**config.mk**
```make
export PLATFORM = sky130hd
export DESIGN_NAME = vip_raw_bridge_decode
export DESIGN_NICKNAME = d
export VERILOG_FILES = /design/src/rtl/vip_raw_bridge_decode.sv
export SDC_FILE = /design/constraint.sdc
export NUM_CORES = 1
export LEC_CHECK = 0
export CAP_MARGIN = 20
export CORE_AREA = 2 2 185 187
export CTS_BUF_LIST = sky130_fd_sc_hd__clkbuf_4 sky130_fd_sc_hd__clkbuf_8 sky130_fd_sc_hd__clkbuf_16
export DETAILED_ROUTE_END_ITERATION = 10
export DIE_AREA = 0 0 187 189
export MAX_ROUTING_LAYER = met4
export PLACE_DENSITY = 0.77
export SYNTH_ARGS = -nofsm -noshare
export SYNTH_HDL_FRONTEND = slang
export SYNTH_SLANG_ARGS = --single-unit
```
**constraint.sdc**
```tcl
create_clock -name av_clk -period 6.9 [get_ports av_clk]
set_input_delay 1.38 -clock av_clk [delete_from_list [all_inputs] [get_ports av_clk]]
set_output_delay 1.38 -clock av_clk [all_outputs]
set_load 0.01 [all_outputs]
```
**src/rtl/vip_raw_bridge_decode.sv**
```systemverilog
// rtl/vip_raw_bridge_decode.sv - VIP (Avalon-ST Video) sink to raw pixel stream bridge.
// Decodes control packets into frame geometry and strips video headers into a framed pixel stream.
module vip_raw_bridge_decode #(
  parameter int          DATA_WIDTH     = 8,
  parameter int          DATA_BITS      = 8,
  parameter int          DATA_PLANES    = 1,
  parameter logic [15:0] VIP_WIDTH      = 16'd720,
  parameter logic [15:0] VIP_HEIGHT     = 16'd576,
  parameter logic [3:0]  VIP_INTERLACED = 4'b0010
) (
  input  logic                  av_clk,
  input  logic                  av_rst_n,
  input  logic [2:0]            av_address,
  input  logic                  av_read,
  input  logic                  av_write,
  input  logic [31:0]           av_writedata,
  output logic [31:0]           av_readdata,
  output logic                  av_readdatavalid,
  output logic                  av_waitrequest,
  output logic                  av_irq,
  input  logic [DATA_WIDTH-1:0] din_data,
  input  logic                  din_valid,
  input  logic                  din_sop,
  input  logic                  din_eop,
  output logic                  din_ready,
  output logic [DATA_WIDTH-1:0] raw_data,
  output logic                  raw_valid,
  input  logic                  raw_ready,
  output logic                  raw_fs,
  output logic                  raw_eof
);

  typedef enum logic [1:0] {S_IDLE, S_VIDEO, S_CTRL, S_DISCARD} state_t;

  state_t      state, state_nx;
  logic        rdy_en;
  logic        go_r, irqen_r, irq_r, err_size_r, err_ctrl_r, first_pix;
  logic [15:0] width_r, height_r;
  logic [3:0]  interlaced_r;
  logic [31:0] pix_cnt, last_cnt, pix_inc, frame_size, rd_mux;
  logic [3:0]  nib_cnt, nib_sum, nib_nx, pkt_type;
  logic [35:0] shadow, shadow_nx;
  logic        acc;
  logic        unused_wdata;

  assign unused_wdata   = &{1'b0, av_writedata[31:2]};
  assign av_waitrequest = 1'b0;
  assign av_irq         = irqen_r & irq_r;
  // Output register is a single slot: stall the sink only when it is full and not draining.
  assign din_ready  = rdy_en & ((state != S_VIDEO) | ~raw_valid | raw_ready);
  assign acc        = din_valid & din_ready;
  assign pkt_type   = din_data[3:0];
  assign pix_inc    = (pix_cnt == 32'hFFFF_FFFF) ? pix_cnt : pix_cnt + 32'd1;
  assign frame_size = {16'd0, width_r} * {16'd0, height_r};
  assign nib_sum    = nib_cnt + 4'(DATA_PLANES);
  assign nib_nx     = (nib_sum > 4'd9) ? 4'd9 : nib_sum;

  // Nibble n of a control packet lands at shadow[35-4n -: 4]: W, H, then I.
  always_comb begin
    shadow_nx = shadow;
    for (int k = 0; k < DATA_PLANES; k++) begin
      if (int'(nib_cnt) + k < 9)
        shadow_nx[35 - 4*(int'(nib_cnt) + k) -: 4] = din_data[k*DATA_BITS +: 4];
    end
  end

  always_comb begin
    state_nx = state;
    if (acc) begin
      if (din_sop) begin
        if (din_eop)                       state_nx = S_IDLE;
        else if (pkt_type == 4'h0 && go_r) state_nx = S_VIDEO;
        else if (pkt_type == 4'hF)         state_nx = S_CTRL;
        else                               state_nx = S_DISCARD;
      end else if (din_eop) begin
        state_nx = S_IDLE;
      end
    end
  end

  always_ff @(posedge av_clk or negedge av_rst_n) begin
    if (!av_rst_n) begin
      state        <= S_IDLE;
      rdy_en       <= 1'b0;
      go_r         <= 1'b1;
      irqen_r      <= 1'b0;
      irq_r        <= 1'b0;
      err_size_r   <= 1'b0;
      err_ctrl_r   <= 1'b0;
      first_pix    <= 1'b0;
      width_r      <= VIP_WIDTH;
      height_r     <= VIP_HEIGHT;
      interlaced_r <= VIP_INTERLACED;
      pix_cnt      <= '0;
      last_cnt     <= '0;
      nib_cnt      <= '0;
      shadow       <= '0;
      raw_data     <= '0;
      raw_valid    <= 1'b0;
      raw_fs       <= 1'b0;
      raw_eof      <= 1'b0;
    end else begin
      state  <= state_nx;
      rdy_en <= 1'b1;
      // Register writes first so that same-cycle stream events (set) take priority.
      if (av_write) begin
        case (av_address)
          3'd0: begin go_r <= av_writedata[0]; irqen_r <= av_writedata[1]; end
          3'd1: begin err_size_r <= 1'b0; err_ctrl_r <= 1'b0; end
          3'd2: irq_r <= 1'b0;
          default: ;
        endcase
      end
      if (raw_valid && raw_ready) begin
        raw_valid <= 1'b0;
        raw_fs    <= 1'b0;
        raw_eof   <= 1'b0;
      end
      if (acc) begin
        if (din_sop) begin
          if (state == S_VIDEO) err_size_r <= 1'b1;
          if (state == S_CTRL)  err_ctrl_r <= 1'b1;
          if (pkt_type == 4'hF && din_eop) err_ctrl_r <= 1'b1;
          pix_cnt   <= '0;
          nib_cnt   <= '0;
          first_pix <= 1'b1;
        end else if (state == S_VIDEO) begin
          raw_data  <= din_data;
          raw_valid <= 1'b1;
          raw_fs    <= first_pix;
          raw_eof   <= din_eop;
          first_pix <= 1'b0;
          pix_cnt   <= pix_inc;
          if (din_eop) begin
            last_cnt <= pix_inc;
            irq_r    <= 1'b1;
            if (pix_inc != frame_size) err_size_r <= 1'b1;
          end
        end else if (state == S_CTRL) begin
          shadow  <= shadow_nx;
          nib_cnt <= nib_nx;
          if (din_eop) begin
            if (nib_nx == 4'd9) begin
              width_r      <= shadow_nx[35:20];
              height_r     <= shadow_nx[19:4];
              interlaced_r <= shadow_nx[3:0];
            end else begin
              err_ctrl_r <= 1'b1;
            end
          end
        end
      end
    end
  end

  always_comb begin
    rd_mux = '0;
    case (av_address)
      3'd0: rd_mux = {30'd0, irqen_r, go_r};
      3'd1: rd_mux = {29'd0, err_ctrl_r, err_size_r, state == S_VIDEO};
      3'd2: rd_mux = {31'd0, irq_r};
      3'd3: rd_mux = {16'd0, width_r};
      3'd4: rd_mux = {16'd0, height_r};
      3'd5: rd_mux = {28'd0, interlaced_r};
      3'd6: rd_mux = last_cnt;
      default: rd_mux = '0;
    endcase
  end

  always_ff @(posedge av_clk or negedge av_rst_n) begin
    if (!av_rst_n) begin
      av_readdata      <= '0;
      av_readdatavalid <= 1'b0;
    end else begin
      av_readdatavalid <= av_read;
      if (av_read) av_readdata <= rd_mux;
    end
  end

endmodule

```
==> results of run 1 <==
==> through the flow <==
| step | hold WS, ns | utilization |
|---|---|---|
| 6_report | 0.481 | 0.606 |
| 5_1_grt | 0.504 | 0.606 |
| 4_1_cts | 0.486 | 0.604 |
| 3_5_place_dp | 0.468 | 0.586 |
| 3_3_place_gp | 0.460 | 0.586 |
| 2_1_floorplan | 0.439 | - |
==> routing by layer <==
| metal | vias up | wire [um] |
|---|---|---|
| met2 | 596 | 23000 |
| met1 | 7327 | 20300 |
| li1 | 6587 | - |
| met5 | - | 0 |
| met4 | 0 | 1700 |
| met3 | 110 | 3250 |
==> critical path, delay by kind of cell, from the launching register on <==
kind            cells  cell delay [ns]
xor+xnor            1             0.28
simple gates        4             0.73
buf+inv             2             0.24
flops               1             0.76
compound gates      5             0.89
fa+ha+maj           7             3.60
==> final cells by class <==
type	count	area (um^2)	area share
Timing Repair Buffer	145	1290	0.0639
Sequential cell	193	4850	0.240
Clock buffer	20	460	0.0228
Tap cell	448	561	0.0278
Multi-Input combinational cell	1447	12000	0.595
Inverter	238	893	0.0443
Clock inverter	12	120	0.00595
==> synthesized netlist by cell type, types with 35 or more instances <==
cell type	instances	area (um^2)
a21oi_1	39	195
and2_1	95	594
clkbuf_1	104	390
dfrtp_1	185	4630
fa_1	194	3880
ha_1	107	1340
inv_1	238	893
mux2_2	41	462
mux2i_1	41	410
nand2_1	374	1400
nand3_1	35	175
nor2_1	52	195
o21ai_0	143	716
xnor2_1	49	429
==> state kept, by name, indices dropped and copies added, names as in the netlist, 8 cells and up <==
register	cells
shadow	36
av_readdata	32
last_cnt	32
pix_cnt	32
height_r	16
width_r	16
raw_data	8
==> logic make-up after synthesis <==
group           share of synthesized area
xor+xnor                           0.0433
fa+ha+maj                           0.287
buf+inv                            0.0759
flops                               0.266
other cells                      0.000412
compound gates                      0.109
simple gates                        0.169
mux                                0.0491
==> how the worst max path moves through the flow <==
stage	slack (ns)	startpoint	depth (start not counted)	to
after CTS	0.08	width_r[6]$_DFFE_PN1P_	18	err_size_r$_DFF_PN0_
final	0.22	width_r[4]$_DFFE_PN1P_	19	err_size_r$_DFF_PN0_
after floorplan	0.46	height_r[6]$_DFFE_PN1P_	20	err_size_r$_DFF_PN0_
after detailed placement	0.08	height_r[6]$_DFFE_PN1P_	19	err_size_r$_DFF_PN0_
after global routing	0.007	width_r[2]$_DFFE_PN0P_	21	err_size_r$_DFF_PN0_
after global placement	0.13	height_r[6]$_DFFE_PN1P_	19	err_size_r$_DFF_PN0_
==> power by group through the flow <==
stage	Clock [W]	Combinational [W]	Sequential (W)
after floorplan	0	0.000376	0.00133
after global placement	0	0.000559	0.00136
after detailed placement	0	0.000574	0.00136
after CTS	0.000998	0.000578	0.00134
after global routing	0.00104	0.000644	0.00136
final	0.000995	0.000586	0.00135
==> what timing repair did <==
action | 4_1_cts | 5_1_grt
gates resized for setup | 0 | 7
endpoints found under the setup margin | 0 | 1
buffers inserted | 0 | 3
hold buffers | 0 | 0
==> impl_metrics.json, run 1 <==
{
  "vdd_drop_max_mv": 0.221,
  "use_met3": 0.0354,
  "final.setup.worst_slack_ns": 0.223,
  "area_growth_pct": 10.8,
  "fp.dieArea_um2": 35300,
  "fin_area_um2": 20200,
  "ys_async_sr_fraction": 1.00,
  "antenna_left": 0,
  "hold_depth": 2,
  "vias_per_cell": 5.84,
  "layout_commonest_cell": "nand2_1",
  "r2r_end": "err_size_r$_DFF_PN0_",
  "cpPeakStageDelay_ns": 0.76,
  "worstMarginPinSlew_ns": 1.07,
  "switching_share": 0.305,
  "core_area_um2": 33300,
  "gr-usage-met1": 0.379,
  "synth-main-ff-cell": "dfrtp_1",
  "layout-drive-gt1-share": 0.0891,
  "cts.sinks": 193,
  "htree_levels": 4,
  "routed_wl_um": 48300,
  "cp.arrival_ns": 6.98,
  "maxSlewHeadroom": 0.286,
  "pwr-share-comb": 0.200,
  "cts_buffers": 17,
  "reg2regPathDepth": 19,
  "grt_pass1_wl_um": 78800,
  "rsz0062_at_grt": "false",
  "die_y_um": 189,
  "slew_viol_final": 0,
  "drt_pass1_iterations": 6,
  "fp.dieW_um": 187,
  "hold_viol": 0,
  "nets": 2394,
  "power.leakage_nw": 9.03,
  "path_class": "reg2reg",
  "clk-insertion-delay-late_ns": 0.45,
  "fill_cells": 2772,
  "yosys_warnings": 0,
  "synth_cell_types": 71,
  "drt_iter0_markers": 1290,
  "cts_buffer_depth": 2,
  "gp_congestion": 0.975,
  "cts_tree": "done",
  "r2r_slack_ns": 0.22,
  "grt_max_degree": 81,
  "row_count": 67,
  "cp_cell_sequence": "nand2_1, fa_1, fa_1, fa_1, fa_1, fa_1, fa_1, inv_1, ha_1, a21oi_1, a21boi_0, a311o_1, nor2_1, o21bai_1, xnor3_1, nand4_1, nor4_1, buf_4, a31oi_1",
  "initial_core_util": 0.547,
  "endpoint_kind": "register",
  "n_antenna_cell": 0,
  "ys_seq_elements": 193,
  "finClkSkew_ns": 0.0110,
  "r2r-start": "width_r[4]$_DFFE_PN1P_",
  "synth_nets": 2352,
  "sequentialPowerShare": 0.460,
  "stdcell_count": 2503,
  "top_usage_layer": "met2",
  "grt_usage": 0.290,
  "worstSetupStartpointType": "register",
  "port_buffers": 66,
  "period_needed_ns": 6.68,
  "p_total_w": 0.00293,
  "p_clk_frac": 0.340,
  "drc_errors": 0,
  "min_to": "raw_data[7]$_DFFE_PN0P_",
  "worst_path_most_repeated_cell": "fa_1",
  "place_worst_setup_slack_ns": 0.0799,
  "antenna_found_initial": 0,
  "wire_per_inst_um": 19.3,
  "pwr_density_cell_nw_per_um2": 145,
  "avgSynthCellArea_um2": 9.11,
  "syn_inst": 2000,
  "vias": 14600,
  "dp_hpwl_um": 37500,
  "timing.fmax_mhz": 150,
  "period_share": 0.968,
  "maxCapViolations": 0,
  "outcome": "finished clean",
  "placed_cell_area_um2": 19500,
  "ys_seq_area_frac": 0.266,
  "final_cell_mix": "374 x nand2_1, 238 x inv_1, 194 x fa_1",
  "grt_overflow": 0,
  "syn-cell-area_um2": 18200,
  "final.setup.tns_ns": 0,
  "grt_pass1_vias": 15100,
  "p_switching_w": 0.000893,
  "crit_required_ns": 7.20,
  "hold_class": "reg2reg",
  "p_int_w": 0.00203,
  "holdCritStartpoint": "raw_data[7]$_DFFE_PN0P_",
  "setup_violations": 0,
  "synth-edff-count": 0,
  "met2_usage": 0.465,
  "dp.cells": 2466,
  "cts_root_buf": "clkbuf_16",
  "clkTransAtPathRegs_ns": 0.07,
  "cp_max_fo": 14,
  "io_pins": 98,
  "critPathSlowestCell": "dfstp_4"
}
(Power assumes the default switching activity.)
==> run 2, diff against run 1 <==
Settings changed: DONT_BUFFER_PORTS set to 1, PLACE_DENSITY 0.77 to 0.73, TNS_END_PERCENT set to 10.
==> impl_metrics.json, run 2 (synthesis results as in run 1) <==
{
  "outcome": "finished clean",
  "switching_share": 0.298,
  "path_class": "reg2reg",
  "grt_pass1_vias": 14400,
  "wl_met2_um": 22400,
  "die_y_um": 189,
  "final_cell_mix": "374 x nand2_1, 238 x inv_1, 194 x fa_1",
  "cts_tree": "done",
  "row_count": 67,
  "antenna_left": 0,
  "hold_viol": 0,
  "cp.arrival_ns": 6.95,
  "p_switching_w": 0.000832,
  "crit_path_start": "width_r[7]$_DFFE_PN1P_",
  "p_total_w": 0.00279,
  "sequentialPowerShare": 0.488,
  "vias_per_cell": 5.82,
  "hold_depth": 2,
  "largest_reg_flops": 36,
  "clk-insertion-delay-late_ns": 0.46,
  "fp.dieW_um": 187,
  "wl_met1_um": 20300,
  "cp_max_fo": 9,
  "grt_overflow": 0,
  "top_layer_used": "met4",
  "dp.cells": 2384,
  "r2r_end": "err_size_r$_DFF_PN0_",
  "stdcell_count": 2423,
  "r2r-start": "width_r[7]$_DFFE_PN1P_",
  "gp_congestion": 0.961,
  "core_area_um2": 33300,
  "grt_pass1_wl_um": 76100,
  "maxSlewHeadroom": 0.354,
  "vdd_drop_max_mv": 0.188,
  "layout-drive-gt1-share": 0.0886,
  "grt_max_degree": 194,
  "grt_usage": 0.283,
  "finClkSkew_ns": 0.0123,
  "hold_ws_ns": 0.479,
  "cts_buffer_depth": 2,
  "worstMarginPinSlew_ns": 0.961,
  "top_register": "shadow",
  "initial_core_util": 0.547,
  "fp.dieArea_um2": 35300,
  "crit_required_ns": 7.22,
  "crit_end": "err_size_r$_DFF_PN0_",
  "hold_class": "reg2reg",
  "dp_hpwl_um": 36300,
  "nets": 2314,
  "wire_per_inst_um": 19.4,
  "wl_met3_um": 2630,
  "p_clk_frac": 0.353,
  "clkTransAtPathRegs_ns": 0.07,
  "port_buffers": 0,
  "place_worst_setup_slack_ns": 0.227,
  "p_int_w": 0.00196,
  "maxCapViolations": 0,
  "drt_pass1_iterations": 7,
  "pwr_density_cell_nw_per_um2": 144,
  "r2r_slack_ns": 0.27,
  "slew_viol_final": 0,
  "n_antenna_cell": 0,
  "cts_hold_buf": 0,
  "pwr-share-comb": 0.159,
  "power.leakage_nw": 8.70,
  "endpoint_kind": "register",
  "cts_root_buf": "clkbuf_16",
  "routed_wl_um": 47100,
  "timing.fmax_mhz": 151,
  "drt_iter0_markers": 1177,
  "cts_buffers": 17,
  "final.setup.tns_ns": 0,
  "setup_violations": 0,
  "antenna_found_initial": 0,
  "layout_commonest_cell": "nand2_1",
  "drc_errors": 0,
  "period_share": 0.961,
  "final.setup.worst_slack_ns": 0.271,
  "io_pins": 98,
  "area_growth_pct": 6.55,
  "worstSetupStartpointType": "register",
  "cts.sinks": 193,
  "vias": 14100,
  "htree_levels": 4,
  "reg2regPathDepth": 20,
  "period_needed_ns": 6.63,
  "rsz0062_at_grt": "false"
}
[run 2: changes by cell type in the layout (fill, tap and decap cells not counted), sizes merged]
cell,before,now
buf,79,65
clkbuf,21,20
clkdlybuf4s50,65,0
clkinvlp,0,2
inv,245,243
[run 2: repair_timing]
action	4_1_cts	5_1_grt
gates resized for setup	0	16
endpoints found under the hold margin	0	0
setup endpoints to repair	0	1
buffers inserted	0	4
[run 2: worst max-delay path, cell delays in order (launching register included)]
cell and delay [ns]:
dfstp_2 0.62, buf_4 0.22, nand2_1 0.09, fa_1 0.57
fa_1 0.46, fa_1 0.53, fa_1 0.52, fa_1 0.54
inv_1 0.06, fa_1 0.48, ha_1 0.42, a21o_1 0.20
a21o_1 0.17, a21o_1 0.19, a41o_1 0.23, a221o_1 0.28
xnor2_1 0.19, nand4_1 0.13, nor4_1 0.31, buf_4 0.19
a31oi_1 0.09
[run 2: final cells by class]
cell class                 count  area [um^2]
clock buffer                  20          454
clock inverter                12          125
fill                        2923        13900
inverter                     238          893
multi-input combinational   1447        12000
sequential                   193         4860
tap                          448          561
timing repair buffer          65          498
[run 2: worst min-delay path by stage]
stage	from	end	slack, ns
5_1_grt	last_cnt[28]$_DFFE_PN0P_	last_cnt[28]$_DFFE_PN0P_	0.50
2_1_floorplan	first_pix$_DFFE_PN0P_	raw_fs$_DFF_PN0_	0.44
4_1_cts	last_cnt[26]$_DFFE_PN0P_	last_cnt[26]$_DFFE_PN0P_	0.48
6_report	last_cnt[31]$_DFFE_PN0P_	av_readdata[31]$_DFFE_PN0P_	0.48
3_3_place_gp	last_cnt[30]$_DFFE_PN0P_	av_readdata[30]$_DFFE_PN0P_	0.46
3_5_place_dp	last_cnt[28]$_DFFE_PN0P_	last_cnt[28]$_DFFE_PN0P_	0.46
[run 2: per-stage QoR]
stage | instance area, um^2 | utilization
after floorplan | 18200 | -
after global placement | 18700 | 0.563
after detailed placement | 18700 | 0.563
after CTS | 19300 | 0.580
after global routing | 19400 | 0.583
final | 19400 | 0.583
[run 2: metal layers]
metal,vias up,GRT usage
li1,6414,-
met1,7135,0.373
met2,453,0.451
met3,93,0.0332
met4,0,0.111
met5,-,-
[run 2: power groups by stage]
stage          Combinational [W]  Clock, W  Sequential, W
5_1_grt                 0.000495   0.00104        0.00138
2_1_floorplan           0.000376         0        0.00133
6_report                0.000445  0.000985        0.00136
3_5_place_dp            0.000434         0        0.00138
4_1_cts                 0.000437  0.000998        0.00136
3_3_place_gp            0.000422         0        0.00138
